--- src/rtl/alu_arbiter_pkg.sv ---
// Shared definitions for the ALU arbiter slice.
//   - ALU op-code constants understood by alu32
//   - arbiter FSM state encoding
//   - is_legal_op(): true for op codes alu32 implements
package alu_arbiter_pkg;

  localparam logic [2:0] ALU_AND = 3'b000;
  localparam logic [2:0] ALU_OR  = 3'b001;
  localparam logic [2:0] ALU_ADD = 3'b010;
  localparam logic [2:0] ALU_SLL = 3'b101;
  localparam logic [2:0] ALU_SUB = 3'b110;
  localparam logic [2:0] ALU_SLT = 3'b111;

  typedef enum logic [1:0] {
    IDLE = 2'd0,
    EXEC = 2'd1,
    DONE = 2'd2
  } state_t;

  function automatic logic is_legal_op(input logic [2:0] op);
    logic ok;
    case (op)
      ALU_AND, ALU_OR, ALU_ADD, ALU_SLL, ALU_SUB, ALU_SLT: ok = 1'b1;
      default:                                             ok = 1'b0;
    endcase
    return ok;
  endfunction

endpackage

--- src/rtl/alu_arbiter_alu32.sv ---
// Purpose: 32-bit combinational ALU shared by the arbiter's requesters.
// Ports:
//   a, b  : operands
//   f     : op code (see alu_arbiter_pkg constants)
//   y     : result (0 for op codes it does not implement)
//   zero  : y == 0
module alu32
  import alu_arbiter_pkg::*;
(
  input  logic [31:0] a,
  input  logic [31:0] b,
  input  logic [2:0]  f,
  output logic [31:0] y,
  output logic        zero
);

  logic signed [31:0] sa;
  logic signed [31:0] sb;

  assign sa = a;
  assign sb = b;

  always_comb begin
    y = '0;
    case (f)
      ALU_ADD: y = a + b;
      ALU_SUB: y = a - b;
      ALU_SLT: y = {31'b0, (sa < sb)};
      ALU_AND: y = a & b;
      ALU_OR:  y = a | b;
      // Whole 32-bit b is the shift amount; anything >= 32 shifts every bit out.
      ALU_SLL: y = (|b[31:5]) ? '0 : (a << b[4:0]);
      default: y = '0;
    endcase
  end

  assign zero = (y == '0);

endmodule

--- src/rtl/alu_arbiter.sv ---
// Purpose: time-multiplexes one alu32 between two requesters with a
// round-robin req/gnt handshake. An op accepted in cycle N is executed from
// latched operands in N+1 and its registered result is presented with a
// one-cycle rvalid pulse in N+2. A new op may be granted in that same cycle,
// giving one op every two cycles.
// Ports:
//   clk, reset                 : clock, synchronous active-high reset
//   rX_req, rX_a, rX_b, rX_op  : request and operands from requester X
//   rX_gnt                     : combinational accept for requester X
//   rX_rvalid                  : one-cycle response pulse for requester X
//   rX_result, rX_zero, rX_err : response data, held until the next rX_rvalid
module alu_arbiter
  import alu_arbiter_pkg::*;
#(
  parameter int DATA_W    = 32,
  parameter int PRIO_INIT = 0
) (
  input  logic              clk,
  input  logic              reset,

  input  logic              r0_req,
  input  logic [DATA_W-1:0] r0_a,
  input  logic [DATA_W-1:0] r0_b,
  input  logic [2:0]        r0_op,
  output logic              r0_gnt,
  output logic              r0_rvalid,
  output logic [DATA_W-1:0] r0_result,
  output logic              r0_zero,
  output logic              r0_err,

  input  logic              r1_req,
  input  logic [DATA_W-1:0] r1_a,
  input  logic [DATA_W-1:0] r1_b,
  input  logic [2:0]        r1_op,
  output logic              r1_gnt,
  output logic              r1_rvalid,
  output logic [DATA_W-1:0] r1_result,
  output logic              r1_zero,
  output logic              r1_err
);

  state_t            state;
  state_t            state_nxt;
  logic              rr_ptr;
  logic              acc;

  logic [DATA_W-1:0] a_p0;
  logic [DATA_W-1:0] b_p0;
  logic [2:0]        op_p0;
  logic              id_p0;

  logic [DATA_W-1:0] alu_y;
  logic              alu_zero;
  logic              legal;
  logic [DATA_W-1:0] res_c;
  logic              zero_c;

  // ---------------------------------------------------------------------------
  // FSM: state register
  // ---------------------------------------------------------------------------
  always_ff @(posedge clk) begin
    if (reset) state <= IDLE;
    else       state <= state_nxt;
  end

  // FSM: next state
  always_comb begin
    state_nxt = IDLE;
    case (state)
      IDLE:    state_nxt = acc ? EXEC : IDLE;
      EXEC:    state_nxt = DONE;
      DONE:    state_nxt = acc ? EXEC : IDLE;
      default: state_nxt = IDLE;
    endcase
  end

  // FSM: outputs (grant). rr_ptr only breaks ties; a lone requester always
  // wins. Grants are held off during reset and while the ALU is busy (EXEC).
  always_comb begin
    r0_gnt = 1'b0;
    r1_gnt = 1'b0;
    if (!reset && (state == IDLE || state == DONE)) begin
      if (r0_req && (!r1_req || !rr_ptr)) r0_gnt = 1'b1;
      else if (r1_req)                    r1_gnt = 1'b1;
    end
  end

  assign acc = r0_gnt | r1_gnt;

  always_ff @(posedge clk) begin
    if (reset)       rr_ptr <= (PRIO_INIT != 0);
    else if (r0_gnt) rr_ptr <= 1'b1;
    else if (r1_gnt) rr_ptr <= 1'b0;
  end

  // ---------------------------------------------------------------------------
  // Stage p0: operands latched at acceptance
  // ---------------------------------------------------------------------------
  always_ff @(posedge clk) begin
    if (acc) begin
      a_p0  <= r1_gnt ? r1_a  : r0_a;
      b_p0  <= r1_gnt ? r1_b  : r0_b;
      op_p0 <= r1_gnt ? r1_op : r0_op;
      id_p0 <= r1_gnt;
    end
  end

  alu32 u_alu (
    .a    (a_p0),
    .b    (b_p0),
    .f    (op_p0),
    .y    (alu_y),
    .zero (alu_zero)
  );

  // Illegal ops discard the ALU output and report a forced zero result.
  assign legal  = is_legal_op(op_p0);
  assign res_c  = legal ? alu_y : '0;
  assign zero_c = legal ? alu_zero : 1'b1;

  // ---------------------------------------------------------------------------
  // Stage p1: per-requester response registers, written at the end of EXEC
  // ---------------------------------------------------------------------------
  always_ff @(posedge clk) begin
    if (reset) begin
      r0_rvalid <= 1'b0;
      r0_result <= '0;
      r0_zero   <= 1'b0;
      r0_err    <= 1'b0;
      r1_rvalid <= 1'b0;
      r1_result <= '0;
      r1_zero   <= 1'b0;
      r1_err    <= 1'b0;
    end else begin
      r0_rvalid <= 1'b0;
      r1_rvalid <= 1'b0;
      if (state == EXEC) begin
        if (id_p0) begin
          r1_rvalid <= 1'b1;
          r1_result <= res_c;
          r1_zero   <= zero_c;
          r1_err    <= ~legal;
        end else begin
          r0_rvalid <= 1'b1;
          r0_result <= res_c;
          r0_zero   <= zero_c;
          r0_err    <= ~legal;
        end
      end
    end
  end

endmodule

--- config.mk ---
export PLATFORM = sky130hd
export DESIGN_NAME = alu_arbiter
export DESIGN_NICKNAME = d
export VERILOG_FILES = /design/src/rtl/alu_arbiter_pkg.sv /design/src/rtl/alu_arbiter_alu32.sv /design/src/rtl/alu_arbiter.sv
export SDC_FILE = /design/constraint.sdc
export NUM_CORES = 1
export LEC_CHECK = 0
export BUFFER_PORTS_ARGS = -buffer_cell sky130_fd_sc_hd__buf_4
export CORE_ASPECT_RATIO = 1.2
export CORE_MARGIN = 1.5
export CORE_UTILIZATION = 24
export CTS_CLUSTER_SIZE = 16
export DETAILED_ROUTE_END_ITERATION = 8
export PLACE_DENSITY = 0.49
export SETUP_SLACK_MARGIN = 0.5
export SKIP_CTS_REPAIR_TIMING = 1
export SLEW_MARGIN = 30
export SYNTH_ARGS = -nofsm -noshare
export SYNTH_HDL_FRONTEND = slang
export SYNTH_SLANG_ARGS = --single-unit
--- constraint.sdc ---
create_clock -name clk -period 4.84 [get_ports clk]
set_clock_uncertainty 0.1 [all_clocks]
set_input_delay 0.726 -clock clk [delete_from_list [all_inputs] [get_ports clk]]
set_output_delay 0.726 -clock clk [all_outputs]
set_load 0.02 [all_outputs]
Yosys cells after proc, flatten, opt, wreduce, memory -nomap -nowiden
Index checks and enable logic that the tools add are counted.

$add $sub $neg: 2. Order comparisons: 1. Equality and inequality tests: 7. Shift operators: 1. Multiplexer cells: 19. Bitwise logic cells: 6. Reduce and logical (&&, ||, !) cells: 17.

Operator list (number): one-hot mux 32 bit (6 select lines) (1); 2-to-1 mux 32 bit (4); adder 32 bit (1); AND 32 bit (1); zero test 32 bit (1); less-than comparator 32 bit (1); bitwise OR 32 bit (1); << shifter 32 x 5 -> 32 bit (1); subtractor 32 bit (1); OR reduction 27 bit (1); 2-to-1 mux 1 bit (12); equality test 3 bit (second input constant) (3); OR reduction 6 bit (1); one-hot mux 2 bit (2 select lines) (1); AND reduction 2 bit (2); OR reduction 2 bit (2); equality test 3 x 1 -> 1 bit (second input constant) (1); equality test 3 x 2 -> 1 bit (second input constant) (1); zero test 1 bit (3); zero test 3 bit (1); 2-to-1 mux 3 bit (1); inverter 1 bit (3); equality test 2 x 1 -> 1 bit (second input constant) (1); equality test 2 bit (second input constant) (1); 5 further kinds (7).

Register bits after elaboration: 141. Input port bits: 138. Word-level logic and storage cells: 67.

Logic depth before layout (Yosys ltp)
Gate-level depths: netlist of run 1.

Depth after elaboration: 8. Mapped depth: 16. Mapped depth without buffers: 15.

Modules after synthesis
From an unflattened synthesis of run 1, not the netlist that was laid out.

Cell total of the unflattened synthesis: 1501. Area total of the unflattened synthesis: 13596.8 um^2.

Modules (own cells, without submodules): alu32 (times used 1, cells each 1058, area each 7145.6 um^2); alu_arbiter (times used 1, cells each 443, area each 6451.2 um^2).

Least setup slack after synthesis of run 1
No wires, ideal clock.

Kind: register to register. Start: register b_p0[1]. End: register r0_zero. Setup time: 0.086 ns. Arrival: 4.306 ns. Required time: 4.654 ns. Path slack: 0.348 ns. Stages on the path, launching flop included: 17. Path buffers: 3. Clock period less this slack: 4.492 ns. Cells stage by stage: edfxtp_1 -> buf_2 -> inv_1 -> buf_1 -> clkbuf_1 -> ha_1 -> o21ba_2 -> or4_4 -> a21bo_1 -> a211o_1 -> and4_1 -> or3_1 -> a21oi_2 -> nand4_1 -> nor4_2 -> nand4_1 -> a211oi_1.

Longest elaborated chain between the ends: 5. Elaborated cells between the ends (all ways): 10. Those cells by class: add/sub: 2; order compare: 1; shift: 1; mux: 3; bitwise: 2; reduce/logical: 1.

RTL lines: start: declaration (line alu_arbiter.sv:48) `logic [DATA_W-1:0] b_p0;`; start signal: assignment (line alu_arbiter.sv:102) `b_p0 <= r1_gnt ? r1_b : r0_b;`; branches (longest 2 deep; another with subtractor 32 bit); one-hot mux 32 bit (6 select lines) * (line alu_arbiter_alu32.sv:25) `case (f)`; zero test 32 bit * (line alu_arbiter_alu32.sv:37) `assign zero = (y == '0);`; 2-to-1 mux 1 bit * (line alu_arbiter.sv:119) `assign zero_c = legal ? alu_zero : 1'b1;`; end signal: assignment (line alu_arbiter.sv:146) `r0_zero <= zero_c;`; end: declaration (line alu_arbiter.sv:28) `output logic r0_zero,`.

Mark *: on every way between the ends. A chain may end at the register's enable or synchronous reset.

Worst setup path after layout of run 1
Start: register a_p0[0]. End: register r1_zero.

Longest elaborated chain between the ends: 5. Elaborated cells between the ends (all ways): 10. Those cells by class: add/sub: 2; order compare: 1; shift: 1; mux: 3; bitwise: 2; reduce/logical: 1.

RTL lines: start: declaration (line alu_arbiter.sv:47) `logic [DATA_W-1:0] a_p0;`; start signal: assignment (line alu_arbiter.sv:101) `a_p0 <= r1_gnt ? r1_a : r0_a;`; branches (longest 2 deep; another with subtractor 32 bit); one-hot mux 32 bit (6 select lines) * (line alu_arbiter_alu32.sv:25); zero test 32 bit * (line alu_arbiter_alu32.sv:37); 2-to-1 mux 1 bit * (line alu_arbiter.sv:119); end signal: assignment (line alu_arbiter.sv:141) `r1_zero <= zero_c;`; end: declaration (line alu_arbiter.sv:38) `output logic r1_zero,`.

Marked as above.

==> summary.md, run 1 <==
| Metric | Value |
|---|---|
| Outcome | finished, final reports clean |
| WL/cell | between 20 and 25 um |
| Clk buf depth | 2 |
| Synth area leaders | edfxtp_1, dfxtp_1, ha_1 |
| Register-to-Register Setup Slack | ~0.71 ns |
| Initial cell density of the core | 0.243 |
| CTS tree | built |
| DR vias/cell | 5.12 |
| Gate Count Post-Synth | between 1500 and 2000 |
| Final Max Tran Viols | 0 |
| P_int | ~0.0028 W |
| GR Util met1 | 0.262 |
| Peak supply drop | approximately 0.00025 V |
| Total number of vias | approximately 13000 |
| Combinational Power Share | 0.355 |
| Library cells used by synthesis | between 80 and 90 |
| GRT overflow | 0 |
| Hold_sp | r1_result[10] |
| FFs w/ async S/R, synth | 0 |
| CP Launch Type | flip-flop |
| CP delay by family, top | compound AO/OA/AOI/OAI gates |
| Num rows | 92 |
| Fin crit share | 0.854 |
| Nets | around 2100 |
| Non-Filler Instances | roughly 2600 |
| Syn Nets | 1871 |
| GRT Overall Usage | 0.196 |
| Ratio of cells with drive above 1 in the final layout | 0.221 |
| Post-Synthesis Cell Area | between 10000 and 15000 sq um |
| Share of the synthesized area in the top cell type | 0.159 |
| Unrepaired setup endpoints after global routing | no |
| Filler cells | 5661 |
| Root Buffer Master | clkbuf_16 |
| Initial antenna violation count | 1 |
| Pwr dens | approximately 270 nW/um^2 |
| Worst-Margin Slew | roughly 0.9 ns |
| Leading cell type in the layout, fill and taps excluded | nand2_1 |
| Fmax | between 200 and 250 MHz |
| M2 GR Usage | 0.318 |
| Final Hold Viols | 0 |
| Slowest CP cell | edfxtp_1 |
| Routability-driven placement congestion ratio | between 0.9 and 1 |
| Core area | roughly 53000 sq um |
| Seq/Total Area, Yosys | 0.274 |
| Reg2Reg Launch Point | a_p0[0] |
| Register area | between 3000 and 4000 sq um |
| First-pass GRT wire length | between 70000 and 80000 um |
| Most frequent cells in the layout | nand2_1, buf_4, nor2_1, a21oi_1, ha_1 |
| Drt drc | 0 |
| Worst hold path stage count | 2 |
| Clk_lat worst skew | ~0.46 ns |
| Post-synthesis sequential element count | 141 |
| CP max stage delay | 0.47 ns |
| CP endpoint kind | flip-flop |
| Number of buffers created by CTS | 17 |
| Post-synth top area cell | edfxtp_1 |
| DR iter-0 viols | approximately 1100 |
| CP cell instances | ha_1, fa_1, a21oi_1, o221ai_2, a211oi_2, buf_4, nor3_1, a21oi_1, xnor2_1, a221oi_1, buf_4, nand4_1, nor4_2, buf_4, nand4_1, a211oi_1 |
| Worst Hold Class | flip-flop to flip-flop |
| Vias in the first global route | 12800 |
| Data required, critical path | between 5 and 6 ns |
| WP buf/inv | 3 |
| Placed insts | ~2500 |
| CP arrival | 4.40 ns |
| Avg Synthesized Cell Area | just under 8 sq um |
| Final HPWL DP | ~44000 um |
| Tot Pwr | 0.00441 W |
| Most used cell, CP | buf_4 |
| Area Overhead vs Synth | 26.4% |
| Full die area | approximately 55000 sq um |
| Area of the multi-input gates | 8540 sq um |
| Post-synth EDFFs | 68 |
| Worst Reg2Reg Path Length in Cells | 16 |
| # H-tree levels | 4 |
| DRT Pass-1 Iters | 5 |
| Setup violators final | 0 |
| Clock share of power | 0.323 |
| Capturing point of the worst reg2reg path | r1_zero |
| Die height | ~260 um |
| Max cap viols | 0 |
| Post-DRT Antenna Nets | 0 |
| Die width | between 200 and 250 um |
| Clk slew on worst S/H paths | around 0.06 ns |
| Critical path peak fanout | 6 |
| Routed WL | between 50000 and 60000 um |
| YS warnings | 0 |
| Num ports | 210 |
| Flop pwr share | 0.322 |
| Switching Power | around 0.0016 W |
| Hold Path End | r1_result[10] |
| Sw frac | 0.364 |
| Met3 Track Usage GR | 0.0227 |
| Setup tns final | 0 ns |
| Min Tclk post-route | roughly 4.1 ns |
| Predominant post-synthesis flop cell | dfxtp_1 |
| IO buf count | 209 |
| GRT busiest layer | met2 |
| Crit Path Category | flip-flop to flip-flop |
| Pin count of the biggest net entering global routing | between 70 and 80 |
| Slew headroom | 0.400 |
| # diodes | 0 |
| CTS sink cnt | around 140 |
| P_leak | about 6.9 nW |
==> per-layer routing <==
layer | up-vias | share of wire
met4 | 0 | 0.032
met3 | 70 | 0.050
li1 | 6314 | -
met1 | 6268 | 0.45
met5 | - | 0
met2 | 463 | 0.47
==> layout make-up <==
cell class / instances / area share
clock buffer: 20 / 0.0302
clock inverter: 12 / 0.00889
inverter: 99 / 0.0229
multi-input combinational: 1285 / 0.527
sequential: 141 / 0.216
tap: 705 / 0.0545
timing repair buffer: 300 / 0.140
==> cells in the mapped netlist (11+ instances only) <==
| library cell | number |
|---|---|
| clkbuf_1 | 71 |
| nand4_1 | 16 |
| a211oi_1 | 81 |
| ha_1 | 104 |
| xnor2_1 | 16 |
| mux2i_1 | 29 |
| nor4_1 | 19 |
| nor3_1 | 36 |
| a21oi_1 | 111 |
| nand2b_1 | 11 |
| nand3_1 | 21 |
| a31oi_1 | 16 |
| mux4_2 | 27 |
| o21ai_0 | 61 |
| a21o_1 | 13 |
| nand2_1 | 311 |
| o21a_1 | 14 |
| nor2b_1 | 13 |
| inv_1 | 95 |
| dfxtp_1 | 73 |
| nor2_1 | 161 |
| edfxtp_1 | 68 |
| o211ai_1 | 11 |
| and2_1 | 13 |
| buf_2 | 12 |
| mux2_2 | 13 |
==> power groups by stage <==
stage | combinational (W) | clock [W] | sequential [W]
after floorplan | 0.000892 | 0 | 0.00147
after global placement | 0.00155 | 0 | 0.00145
after detailed placement | 0.00154 | 0 | 0.00145
after CTS | 0.00155 | 0.00147 | 0.00143
after global routing | 0.00171 | 0.00151 | 0.00143
final | 0.00157 | 0.00142 | 0.00142
==> worst max path at each step <==
| stage | cells past startpoint | to | start | slack (ns) |
|---|---|---|---|---|
| 6_report | 16 | r1_zero | a_p0[0] | 0.71 |
| 5_1_grt | 14 | r1_zero | b_p0[5] | 0.50 |
| 4_1_cts | 16 | r1_zero | a_p0[0] | 0.51 |
| 3_5_place_dp | 16 | r1_zero | a_p0[0] | 0.55 |
| 3_3_place_gp | 14 | r1_zero | a_p0[0] | 0.63 |
| 2_1_floorplan | 15 | r0_zero | b_p0[3] | 0.60 |
==> through the flow <==
step           cell area, sq um  setup WS, ns  hold WS (ns)   util
3_5_place_dp              15500         0.551         0.392  0.294
6_report                  16200         0.707         0.399  0.308
5_1_grt                   16200         0.500         0.421  0.308
2_1_floorplan             12800         0.604         0.355      -
4_1_cts                   16100         0.507         0.391  0.306
3_3_place_gp              15500         0.632         0.382  0.294
==> state kept, by name, indices dropped and copies added, names as in the netlist <==
register and flops:
a_p0 32, b_p0 32, id_p0 1, op_p0 3, r0_err 1, r0_result 32
r0_rvalid 1, r0_zero 1, r1_err 1, r1_result 32, r1_rvalid 1, r1_zero 1
rr_ptr 1, state 2
==> worst register-to-register path, delay by kind of cell, from the launching register on <==
| kind | cells | cell delay, ns |
|---|---|---|
| xor gates and xnor gates | 1 | 0.10 |
| and+or+nand+nor | 4 | 0.57 |
| AOI/OAI and AO/OA | 6 | 1.57 |
| DFF | 1 | 0.47 |
| buffers and inverters | 3 | 0.54 |
| adders and majority gates | 2 | 0.71 |
==> cell families after synthesis <==
family / count (synthesis) / share of synthesized area
multiplexers: 70 / 0.0827
flip-flops: 141 / 0.274
buffers and inverters: 201 / 0.0651
AND/OR/NAND/NOR: 657 / 0.229
adder cells (fa/ha/maj): 106 / 0.105
XOR/XNOR: 19 / 0.0130
AO/OA/AOI/OAI: 433 / 0.232
Note: power is estimated with default switching activity, not from simulation.
==> run 2, diff against run 1 <==
--- a/config.mk
+++ b/config.mk
@@ -8,10 +8,10 @@
 export BUFFER_PORTS_ARGS = -buffer_cell sky130_fd_sc_hd__buf_4
 export CORE_ASPECT_RATIO = 1.2
 export CORE_MARGIN = 1.5
-export CORE_UTILIZATION = 24
+export CORE_UTILIZATION = 53
 export CTS_CLUSTER_SIZE = 16
 export DETAILED_ROUTE_END_ITERATION = 8
-export PLACE_DENSITY = 0.49
+export PLACE_DENSITY = 0.86
 export SETUP_SLACK_MARGIN = 0.5
 export SKIP_CTS_REPAIR_TIMING = 1
 export SLEW_MARGIN = 30
==> summary.md, run 2 (same netlist as run 1, synthesis figures left out) <==
| Metric | Value |
|---|---|
| Outcome | finished, final reports clean |
| Number of buffers created by CTS | 17 |
| # diodes | 0 |
| Slew headroom | 0.479 |
| Unrepaired setup endpoints after global routing | no |
| Vias in the first global route | between 10000 and 15000 |
| CP endpoint kind | flip-flop |
| Fin crit share | 0.845 |
| Final HPWL DP | ~37000 um |
| Num ports | between 200 and 250 |
| Origin of the worst setup path | b_p0[5] |
| Area of the multi-input gates | ~8600 sq um |
| Place WS | 0.589 ns |
| Min Tclk post-route | 4.09 ns |
| Worst Hold Class | flip-flop to flip-flop |
| DR vias/cell | 6.28 |
| CTS tree | built |
| Clk buf depth | 2 |
| Fmax | 244 MHz |
| # H-tree levels | 4 |
| GRT Overall Usage | 0.369 |
| P_leak | 6.76 nW |
| Slowest CP cell | ha_1 |
| Worst-Margin Slew | between 0.7 and 0.8 ns |
| Data required, critical path | slightly above 5 ns |
| Most used cell, CP | nand4_1 |
| WL/cell | ~22 um |
| Final Max Tran Viols | 0 |
| Pin count of the biggest net entering global routing | 74 |
| Routed WL | approximately 47000 um |
| Root Buffer Master | clkbuf_16 |
| Hold_ws | ~0.4 ns |
| CTS sink cnt | 141 |
| GRT overflow | 0 |
| Setup tns final | 0 ns |
| CP Launch Type | flip-flop |
| First-pass GRT wire length | ~73000 um |
| Register area | 3500 sq um |
| Filler cells | 2058 |
| Worst hold path stage count | 2 |
| Peak supply drop | roughly 0.00024 V |
| Leading cell type in the layout, fill and taps excluded | nand2_1 |
| Final WS setup | around 0.75 ns |
| Post-DRT Antenna Nets | 0 |
| Ratio of cells with drive above 1 in the final layout | 0.212 |
| Hold_sp | r1_result[24] |
| Num rows | 62 |
| Clk slew on worst S/H paths | approximately 0.06 ns |
| Reg2Reg Launch Point | b_p0[5] |
| Nets | roughly 2000 |
| Drt drc | 0 |
| CP cell instances | inv_1, ha_1, nor2b_1, o311ai_0, a21oi_1, nor4_1, xnor2_1, o221a_2, and4b_1, nand4_1, nor4_2, nand4_1, a211oi_1 |
| Worst Reg2Reg Path Length in Cells | 13 |
| DRT Pass-1 Iters | 6 |
| Final Hold Viols | 0 |
| Die height | 173 um |
| CP max stage delay | 0.53 ns |
| Total number of vias | 13500 |
| Critical path peak fanout | 9 |
| Crit Path Category | flip-flop to flip-flop |
| Tot Pwr | approximately 0.0043 W |
| Clk_lat worst skew | ~0.45 ns |
| Core area | about 24000 sq um |
| Die width | between 100 and 150 um |
| Setup violators final | 0 |
| Max cap viols | 0 |
| Initial antenna violation count | 0 |
| DR iter-0 viols | ~1400 |
| Routability-driven placement congestion ratio | approximately 1.1 |
| Full die area | 25100 sq um |
| Area Overhead vs Synth | 21.0% |
| IO buf count | about 210 |
| CP arrival | between 4 and 5 ns |
| Most frequent cells in the layout | nand2_1, buf_4, nor2_1, a21oi_1, ha_1 |
| Pwr dens | 277 nW/um^2 |
| Initial cell density of the core | 0.538 |
| Core Util, Final | 0.651 |
[run 2: cell type report]
class / instances / area share
clock buffer: 17 / 0.0274
clock inverter: 15 / 0.0109
inverter: 99 / 0.0240
multi-input combinational: 1285 / 0.554
sequential: 141 / 0.226
tap: 320 / 0.0258
timing repair buffer: 272 / 0.132
[run 2: worst max-delay path: cells and delay by family, from the launching register on]
family	cells	cell delay (ns)
simple gates	6	1.42
buf+inv	1	0.11
fa+ha+maj	1	0.53
flops	1	0.49
compound gates	4	1.16
xor+xnor	1	0.19
[run 2: per-layer routing]
metal | up-vias | share of wire | GRT usage
li1 | 6240 | - | -
met1 | 6287 | 0.39 | 0.469
met2 | 802 | 0.47 | 0.604
met3 | 163 | 0.083 | 0.0476
met4 | 0 | 0.058 | 0.216
met5 | - | 0 | 0
[run 2: path summary, 6_finish.rpt]
| check | endpoint | slack (ns) |
|---|---|---|
| worst max-delay path | r0_zero | 0.75 |
| worst min-delay path | r1_result[24] | 0.40 |
| worst max register to register | r0_zero | 0.75 |
| worst min register to register | r1_result[24] | 0.40 |
[run 2: per-stage QoR]
| step | instance area [sq um] | instances |
|---|---|---|
| finish | 15500 | 2149 |
| global route | 15500 | 2149 |
| CTS | 15400 | 2143 |
| detailed placement | 14800 | 2111 |
| global placement | 14800 | 2111 |
| floorplan | 12800 | 1627 |
[run 2: where the power goes]
| part | internal (W) | total (W) | switching (W) |
|---|---|---|---|
| Combinational | 0.000592 | 0.00151 | 0.000920 |
| Clock | 0.000807 | 0.00136 | 0.000554 |
| Sequential | 0.00134 | 0.00142 | 0.0000779 |
| Total | 0.00274 | 0.00430 | 0.00155 |
==> run 3, diff against run 2 <==
--- a/config.mk
+++ b/config.mk
@@ -8,7 +8,7 @@
 export BUFFER_PORTS_ARGS = -buffer_cell sky130_fd_sc_hd__buf_4
 export CORE_ASPECT_RATIO = 1.2
 export CORE_MARGIN = 1.5
-export CORE_UTILIZATION = 53
+export CORE_UTILIZATION = 56
 export CTS_CLUSTER_SIZE = 16
 export DETAILED_ROUTE_END_ITERATION = 8
 export PLACE_DENSITY = 0.86
==> constraint.sdc (replaced) <==
create_clock -name clk -period 4 [get_ports clk]
set_clock_uncertainty 0.1 [all_clocks]
set_input_delay 0.6 -clock clk [delete_from_list [all_inputs] [get_ports clk]]
set_output_delay 0.6 -clock clk [all_outputs]
set_load 0.02 [all_outputs]
==> summary.md, run 3 (same netlist as run 1, synthesis figures left out) <==
| Metric | Value |
|---|---|
| CTS sink cnt | 141 |
| Total number of vias | approximately 14000 |
| Root Buffer Master | clkbuf_16 |
| CP arrival | 4.13 ns |
| Number of buffers created by CTS | 17 |
| DR vias/cell | between 6 and 7 |
| Unrepaired setup endpoints after global routing | yes |
| First-pass GRT wire length | around 74000 um |
| CP Launch Type | flip-flop |
| Core area | 22400 sq um |
| Routability-driven placement congestion ratio | roughly 1.1 |
| Final Max Tran Viols | 0 |
| Slew headroom | 0.413 |
| Num ports | 210 |
| Min Tclk post-route | between 3 and 4 ns |
| Die width | 141 um |
| Nets | between 2000 and 2500 |
| Outcome | finished, final reports clean |
| Post-route cell area | 16900 sq um |
| WL/cell | roughly 22 um |
| GRT Overall Usage | 0.402 |
| Fmax | 257 MHz |
| Data required, critical path | 4.25 ns |
| Initial antenna violation count | 0 |
| Critical path peak fanout | 4 |
| # H-tree levels | 4 |
| Clk_lat worst skew | ~0.44 ns |
| Worst-Margin Slew | about 0.88 ns |
| Dpl cell area | approximately 16000 sq um |
| Max cap viols | 0 |
| Final Hold Viols | 0 |
| Final HPWL DP | between 30000 and 40000 um |
| Pwr dens | between 300 and 400 nW/um^2 |
| GRT overflow | 0 |
| P_leak | between 7 and 8 nW |
| Hold_ws | ~0.32 ns |
| Place WS | between 0.08 and 0.09 ns |
| Crit Path Category | flip-flop to flip-flop |
| Routed WL | a little under 50000 um |
| Post-DRT Antenna Nets | 0 |
| DRT Pass-1 Iters | 8 |
| Drt drc | 0 |
| Leading cell type in the layout, fill and taps excluded | buf_4 |
| Vias in the first global route | roughly 14000 |
| Ratio of cells with drive above 1 in the final layout | 0.296 |
| Pin count of the biggest net entering global routing | between 70 and 80 |
| Area Overhead vs Synth | 31.7% |
| Clk buf depth | 2 |
| # diodes | 0 |
| Die height | between 150 and 200 um |
| CTS tree | built |
| CP endpoint kind | flip-flop |
| Peak supply drop | between 0.0003 and 0.0004 V |
| Num rows | 60 |
| Full die area | 23800 sq um |
| Worst Hold Class | primary input to flip-flop |
| Clk slew on worst S/H paths | around 0.08 ns |
| Fin crit share | 0.971 |
| Final WS setup | ~0.12 ns |
| Setup violators final | 0 |
| Initial cell density of the core | 0.571 |
| Most frequent cells in the layout | buf_4, nand2_1, nor2_1, a21oi_1, ha_1 |
| DR iter-0 viols | 1776 |
| IO buf count | between 200 and 250 |
## run 3: cell type report
cell class	instances	area, sq um
Timing Repair Buffer	409	3150
Fill cell	1659	5580
Tap cell	279	349
Inverter	99	378
Clock inverter	13	114
Clock buffer	19	434
Multi-Input combinational cell	1285	8940
Sequential cell	141	3500
## run 3: path summary, 6_finish.rpt
kind | startpoint | to | slack, ns | cells past startpoint
worst max register to register | b_p0[4] | r0_zero | 0.12 | 13
worst min-delay path | r1_a[6] | a_p0[6] | 0.32 | 3
worst max-delay path | b_p0[4] | r0_zero | 0.12 | 13
worst min register to register | r0_result[0] | r0_result[0] | 0.40 | 2
## run 3: power breakdown
| part | internal, W | switching, W |
|---|---|---|
| combinational | 0.000920 | 0.00123 |
| clock | 0.000862 | 0.000701 |
| sequential | 0.00163 | 0.0000824 |
| total | 0.00341 | 0.00201 |
## run 3: worst max-delay path: stages (launching register included)
cell,delay [ns]
edfxtp_1,0.41
inv_2,0.13
ha_4,0.23
buf_6,0.12
or4_4,0.58
a21bo_1,0.24
a211o_1,0.35
and4_1,0.19
or3_1,0.31
a21oi_2,0.14
nand4_1,0.17
nor4_4,0.35
nand4_1,0.22
a211oi_2,0.25
## run 3: layer usage
metal  GRT usage  up-vias  wire length, um
met5           0        -                0
met4       0.195        0             2670
met3      0.0597      188             4770
met2       0.657      959            22900
met1       0.521     6671            19300
li1            -     6521                -
## run 3: per-stage QoR
stage	TNS [ns]	utilization	cells	power [W]
2_1_floorplan	0	-	1627	0.00287
3_3_place_gp	0	0.695	2181	0.00363
3_5_place_dp	0	0.695	2181	0.00366
4_1_cts	0	0.719	2213	0.00519
5_1_grt	-0.0178	0.751	2245	0.00562
6_report	0	0.751	2245	0.00542
